File: src/rtl/swar_playback_ctrl.sv
// swar_playback_ctrl: key-triggered swar sample sequencer feeding a registered PCM sample stream
module swar_playback_ctrl #(
    parameter int SAMPLE_DIV  = 6250,
    parameter int NUM_SAMPLES = 8000,
    parameter int NUM_SWARS   = 7
) (
    input  logic                 clk,
    input  logic                 rst_n,
    input  logic [NUM_SWARS-1:0] key_in,
    input  logic [7:0]           mem_data,
    output logic [12:0]          address,
    output logic [2:0]           swar_select,
    output logic [7:0]           sample_out,
    output logic                 sample_valid,
    output logic                 busy
);
    typedef enum logic {IDLE, PLAY} state_t;
    state_t               state_q, state_d;
    logic [NUM_SWARS-1:0] sync1_q, sync2_q, prev_q, key_edge;
    logic [2:0]           swar_q, swar_d, edge_idx;
    logic [12:0]          addr_q, addr_d;
    logic [15:0]          tick_q, tick_d;
    logic [7:0]           sample_q, sample_d;
    logic                 valid_q, valid_d;
    logic                 tick, any_edge;

    always_ff @(posedge clk or negedge rst_n) begin
        if (!rst_n) begin
            sync1_q  <= '0;
            sync2_q  <= '0;
            prev_q   <= '0;
            state_q  <= IDLE;
            swar_q   <= '0;
            addr_q   <= '0;
            tick_q   <= '0;
            sample_q <= '0;
            valid_q  <= 1'b0;
        end else begin
            sync1_q  <= key_in;
            sync2_q  <= sync1_q;
            prev_q   <= sync2_q;
            state_q  <= state_d;
            swar_q   <= swar_d;
            addr_q   <= addr_d;
            tick_q   <= tick_d;
            sample_q <= sample_d;
            valid_q  <= valid_d;
        end
    end

    // Lowest-index rising edge wins when several keys go down together
    always_comb begin
        key_edge = sync2_q & ~prev_q;
        any_edge = |key_edge;
        edge_idx = '0;
        for (int i = NUM_SWARS - 1; i >= 0; i--)
            if (key_edge[i]) edge_idx = 3'(i);
    end

    always_comb begin
        state_d  = state_q;
        swar_d   = swar_q;
        addr_d   = addr_q;
        tick_d   = tick_q;
        sample_d = sample_q;
        valid_d  = 1'b0;
        tick     = tick_q == 16'(SAMPLE_DIV - 1);
        if (any_edge) begin
            state_d = PLAY;
            swar_d  = edge_idx;
            addr_d  = '0;
            tick_d  = '0;
        end else if (state_q == PLAY) begin
            tick_d = tick ? 16'd0 : tick_q + 16'd1;
            if (tick) begin
                if (!sync2_q[swar_q]) begin
                    state_d  = IDLE;
                    addr_d   = '0;
                    sample_d = 8'h00;
                end else begin
                    sample_d = mem_data;
                    valid_d  = 1'b1;
                    addr_d   = (addr_q == 13'(NUM_SAMPLES - 1)) ? 13'd0 : addr_q + 13'd1;
                    state_d  = (addr_q == 13'(NUM_SAMPLES - 1)) ? IDLE : PLAY;
                end
            end
        end
    end

    assign address      = addr_q;
    assign swar_select  = (state_q == PLAY) ? swar_q : 3'b111;
    assign busy         = state_q == PLAY;
    assign sample_out   = sample_q;
    assign sample_valid = valid_q;
endmodule

File: config.mk
export PLATFORM = sky130hd
export DESIGN_NAME = swar_playback_ctrl
export DESIGN_NICKNAME = d
export VERILOG_FILES = /design/src/rtl/swar_playback_ctrl.sv
export SDC_FILE = /design/constraint.sdc
export NUM_CORES = 1
export LEC_CHECK = 0
export ABC_CLOCK_PERIOD_IN_PS = 2560
export CAP_MARGIN = 25
export CELL_PAD_IN_SITES_DETAIL_PLACEMENT = 0
export CELL_PAD_IN_SITES_GLOBAL_PLACEMENT = 1
export CORE_ASPECT_RATIO = 0.8
export CORE_MARGIN = 5
export CORE_UTILIZATION = 40
export CTS_CLUSTER_DIAMETER = 120
export DETAILED_ROUTE_END_ITERATION = 10
export MAX_ROUTING_LAYER = met4
export PLACE_DENSITY_LB_ADDON = 0.2
export REMOVE_ABC_BUFFERS = 1
export SLEW_MARGIN = 20
export SYNTH_ARGS = -nofsm -noshare
export SYNTH_HDL_FRONTEND = slang
export SYNTH_SLANG_ARGS = --single-unit
File: constraint.sdc
create_clock -name clk -period 2.56 [get_ports clk]
set_input_delay 0.256 -clock clk [delete_from_list [all_inputs] [get_ports clk]]
set_output_delay 0.256 -clock clk [all_outputs]
set_load 0.01 [all_outputs]
# Word-level counts from Yosys, hierarchy flattened

Index checks and enable logic that the tools add are counted.
W data, S select, Z words.

Add/subtract/negate cells: 2
$lt $le $gt $ge: 1
Equality and inequality tests: 2
Mux-type cells: 28
Bitwise logic cells: 3
Reduce and logical (&&, ||, !) cells: 5

Operator list:

| kind                    | count |
|---|---|
| $mux W13                | 5 |
| $mux W16                | 3 |
| $mux W3                 | 8 |
| $add A16 B1 Y16 const B | 1 |
| $eq A16 B13 Y1 const B  | 1 |
| $add A13 B1 Y13 const B | 1 |
| $eq A13 B13 Y1 const B  | 1 |
| $mux W1                 | 10 |
| $mux W8                 | 1 |
| $and A7 B7 Y7           | 1 |
| $not A7 Y7              | 1 |
| $reduce_or A7 Y1        | 1 |
| $lt A3 B4 Y1 const B    | 1 |
| $reduce_bool A2 Y1      | 2 |
| $bmux W1 S3             | 1 |
| $reduce_and A3 Y1       | 1 |
| $reduce_and A2 Y1       | 1 |
| $not A1 Y1              | 1 |

Register bits: 63
Output and inout bits: 26

# Depth between registers and ports, before layout

Word-level depth: 9
Depth in mapped cells: 9
Gate-level depth less buffers: 7

# Worst setup path before layout

OpenSTA, ideal clock, no wires.

Path type: flip-flop to flip-flop
Start point: reg tick_q[13]
End point: reg addr_q[8] (netlist: address[8])
Arrival time: 2151 ps
Required time: 2478 ps
Setup slack: 327 ps
Stages on the path, launching flop included: 8
Path buffers: 2
Clock period less this slack: 2233 ps
Cells stage by stage: dfrtp_1 > or4b_4 > or4_1 > buf_2 > nor4_4 > buf_6 > nand3b_1 > a31oi_1

Longest elaborated chain between the ends: 3

RTL lines:

| element                      | line | text |
|---|---|---|
| start: declaration           | 22   | `logic [15:0] tick_q, tick_d;` |
| start signal: assignment     | 45   | `tick_q <= tick_d;` |
| $eq A16 B13 Y1               | 67   | `tick = tick_q == 16'(SAMPLE_DIV - 1);` |
| $reduce_bool A2 Y1 (no line) | --   |  |
| $reduce_and A2 Y1 (no line)  | --   |  |
| end signal: assignment       | 44   | `addr_q <= addr_d;` |
| end: declaration             | 21   | `logic [12:0] addr_q, addr_d;` |

Every way passes these cells.
A chain may end at the register's enable or synchronous reset.

# Worst setup path in the final report

Start point: reg tick_q[13]
End point: reg addr_q[9] (netlist: address[9])

Same word-level chain as after synthesis.

==> impl_metrics.ini <==
[run_status]
run_status = finished clean

[floorplanning]
boundaryPins = 43
std_cell_rows = 27
die_area_um2 = 9113
initial_cell_density_of_the_core_pct = 41.72
fp.coreArea_um2 = 6993
dieWidth_um = 105.5
fp.dieH_um = 86.39

[sta]
finalSetupViolCount = 0
grt_setup_unrepaired = no
final_hold_viol_count = 0
fin_setup_tns_ns = 0
timing.final.max_slew_violations = 0
worst_slew_pin_slew_ns = 0.6840
final_period_minus_worst_setup_slack_ns = 2.404
final_min_period_over_clock_period_pct = 93.89
worst_slew_margin_rel_pct = 54.05
fmax_ghz = 0.4160
finalClockSkew_ns = 0.008324

[routing]
avgViaCountPerCell = 5.317
wire_per_inst_um = 15.06
initialDrtViolationCount = 139
detailroute.via_count = 2318
postRouteWirelength_um = 6567
drt_drc_violations_left = 0
initial_drt_pass_iterations = 4
antenna_violating_nets_post_route = 0

[yosys]
post_synth_instance_area_um2 = 2918
synth.distinct_cells = 44
sequential_to_total_area_share_from_yosys_stat_pct = 54.03
yosys-top-cells-area = dfrtp_1 (54%), nand2_1 (4.5%), nor2_1 (4.0%)
yosysWarningCount = 0
yosys.area.top_type = dfrtp_1
synth.ff_latch_count = 63
synth_edf_count = 0
synth_top_cell_area_share_pct = 54.03
synth_async_sr_flop_share_pct = 100.0
syn-mean-instance-area_um2 = 10.20
synthFlopType = dfrtp_1
post_synth_inst_count = 286

[pwr]
power_report.internal_total_mw = 1.467
seqPwrFrac_pct = 52.6
combPwrFrac_pct = 7.9
pwr_density_cell_nw_per_um2 = 532.6
power.ir.vdd_worst_mv = 0.3778
static_leak_nw = 1.449
sw_frac_of_total_pct = 25.50
total_switching_power_mw = 0.5021
clkPwrFrac_pct = 39.5

[cts]
cts_hold_buf = 1
cts_tree = yes
numCtsBuffers = 9
post_cts_sizing_count = 0
insertion_delay_ns = 0.34
ctsHtreeMaxLevel = 3
max-clock-path-buffers = 2
cts_num_sinks = 63
clockRootBuffer = clkbuf_8
path_clk_slew_ns = 0.07
postCtsSetupRepairBufs = 0

[setup_path]
path_type_of_the_worst_setup_path = register to register
crit_required_ns = 2.83
cpLargestDelayFamily = simple AND/OR/NAND/NOR gates
crit_slowest_cell = or4_1
rr_startpoint = tick_q[13]
worstPathCellList = or4b_4 -> or4_1 -> nor4_4 -> buf_4 -> a22oi_1 -> a21oi_1
arrival_ns = 2.67
r2r_cells = 6
critPathMaxFanout = 12
r2r_end = address[9]
timing.critical_path.slowest_cell_delay_ns = 0.68
critical_path_buf_inv_count = 1
setup.worst_path.start_class = register
critPathCaptureType = register
reg2reg_setup_slack_ns = 0.16

[global_routing]
grt_first_pass_wirelength_um = 11430
global_route.usage.total_pct = 16.36
globalRoute.totalOverflow = 0
via_count_of_the_first_global_routing_pass = 2312
grt_start_max_net_pins = 41
grt_antenna_before_repair = 0

[worst_hold_path]
worst_hold_path_type = input port to async pin

[place]
port_buffers = 42
post-dp-hpwl_um = 4650
gp_routability_congestion = 0.8212

[cells_and_area]
share_of_layout_cells_above_drive_strength_1_pct = 11.17
syn_to_final_growth_pct = 26.67
finalCoreUtilization_pct = 52.85
final_net_count = 364
inserted_diodes = 0

[run]
drv_cap = 0
## layer usage
metal	share of wire (%)	GRT usage [%]
met1	50	21.96
met5	0	-
met2	43	23.32
met4	1.4	5.529
met3	5.5	5.436
## cells by family after synthesis
| logic type | synth area share (%) |
|---|---|
| mux | 2.058 |
| simple gates | 27.44 |
| compound gates | 10.51 |
| buf+inv | 2.273 |
| xor+xnor | 2.401 |
| flops | 54.03 |
| fa+ha+maj | 1.287 |
## Yosys cell counts (2+ instances only)
cell type	instances
dfrtp_1	63
nand2_1	35
nor2_1	31
nand4_1	11
a22o_1	10
nand3_1	10
a21oi_1	9
clkbuf_1	8
nand2b_1	8
a31oi_1	7
nand3b_1	7
nor2b_1	7
nor3_1	7
nor4_1	7
mux2i_1	6
xor2_1	6
o21ai_1	5
inv_1	4
or3_1	4
and3_1	3
ha_1	3
nand4b_1	3
o211ai_1	3
o21ai_0	3
a32oi_1	2
and2_1	2
buf_2	2
nor4_4	2
or4_1	2
xnor2_1	2
## per-stage QoR
| step | std cells | worst slack (ns) | total power [mW] | hold WS [ns] | area [um^2] |
|---|---|---|---|---|---|
| 6_report | 436 | 0.1563 | 1.969 | 0.2405 | 3696 |
| 2_1_floorplan | 275 | 0.09318 | 1.121 | -0.03959 | 2867 |
| 3_5_place_dp | 419 | 0.1820 | 1.211 | 0.06314 | 3503 |
| 3_3_place_gp | 419 | 0.2295 | 1.209 | 0.06467 | 3503 |
| 4_1_cts | 436 | 0.1674 | 2.004 | 0.2298 | 3696 |
| 5_1_grt | 436 | 0.03357 | 2.070 | 0.2338 | 3696 |
## worst max path at each step
stage	start	end	slack, ns	cells past startpoint
2_1_floorplan	tick_q[13]	address[8]	0.09	5
3_3_place_gp	tick_q[13]	address[9]	0.23	6
3_5_place_dp	tick_q[13]	address[9]	0.18	6
4_1_cts	tick_q[13]	address[9]	0.17	6
5_1_grt	tick_q[13]	address[2]	0.03	6
6_report	tick_q[13]	address[9]	0.16	6
## flip-flops by register name, indices dropped and copies added, names as in the netlist
signal	flops
tick_q	16
address	13
sample_out	8
prev_q	7
sync1_q	7
sync2_q	7
swar_q	3
busy	1
sample_valid	1
## cells in the final DEF, fill, tap and decap left out, types with 5 or more instances in the layout
| cell type | instances |
|---|---|
| dfrtp_1 | 63 |
| nand2_1 | 35 |
| nand3b_1 | 7 |
| mux2i_1 | 6 |
| nor3_1 | 7 |
| a31oi_1 | 7 |
| a22o_1 | 10 |
| buf_4 | 15 |
| nor2b_1 | 7 |
| nand3_1 | 10 |
| a21oi_1 | 9 |
| clkdlybuf4s50_1 | 41 |
| nor2_1 | 31 |
| o21ai_1 | 5 |
| nand2b_1 | 8 |
| xor2_1 | 6 |
| nor4_1 | 7 |
| clkbuf_8 | 10 |
| nand4_1 | 11 |
## worst register-to-register path, delay by kind of cell (launching register included)
| family | cells | cell delay (ns) |
|---|---|---|
| flops | 1 | 0.41 |
| simple gates | 3 | 1.42 |
| compound gates | 2 | 0.27 |
| buf+inv | 1 | 0.23 |
## area by class of cell
type	count	area [um^2]
Tap cell	87	108.9
Sequential cell	63	1577
Timing Repair Buffer	58	538.0
Clock buffer	10	137.6
Clock inverter	6	45.04
Multi-Input combinational cell	208	1275
Inverter	4	15.01
Fill cell	649	3297
## power by group through the flow
stage	clock network, mW	logic (mW)	registers, mW
final	0.779	0.155	1.04
after global routing	0.861	0.172	1.04
after CTS	0.811	0.158	1.04
after detailed placement	0	0.157	1.05
after global placement	0	0.155	1.05
after floorplan	0	0.0716	1.05
Power figures use the tool's default switching activity.
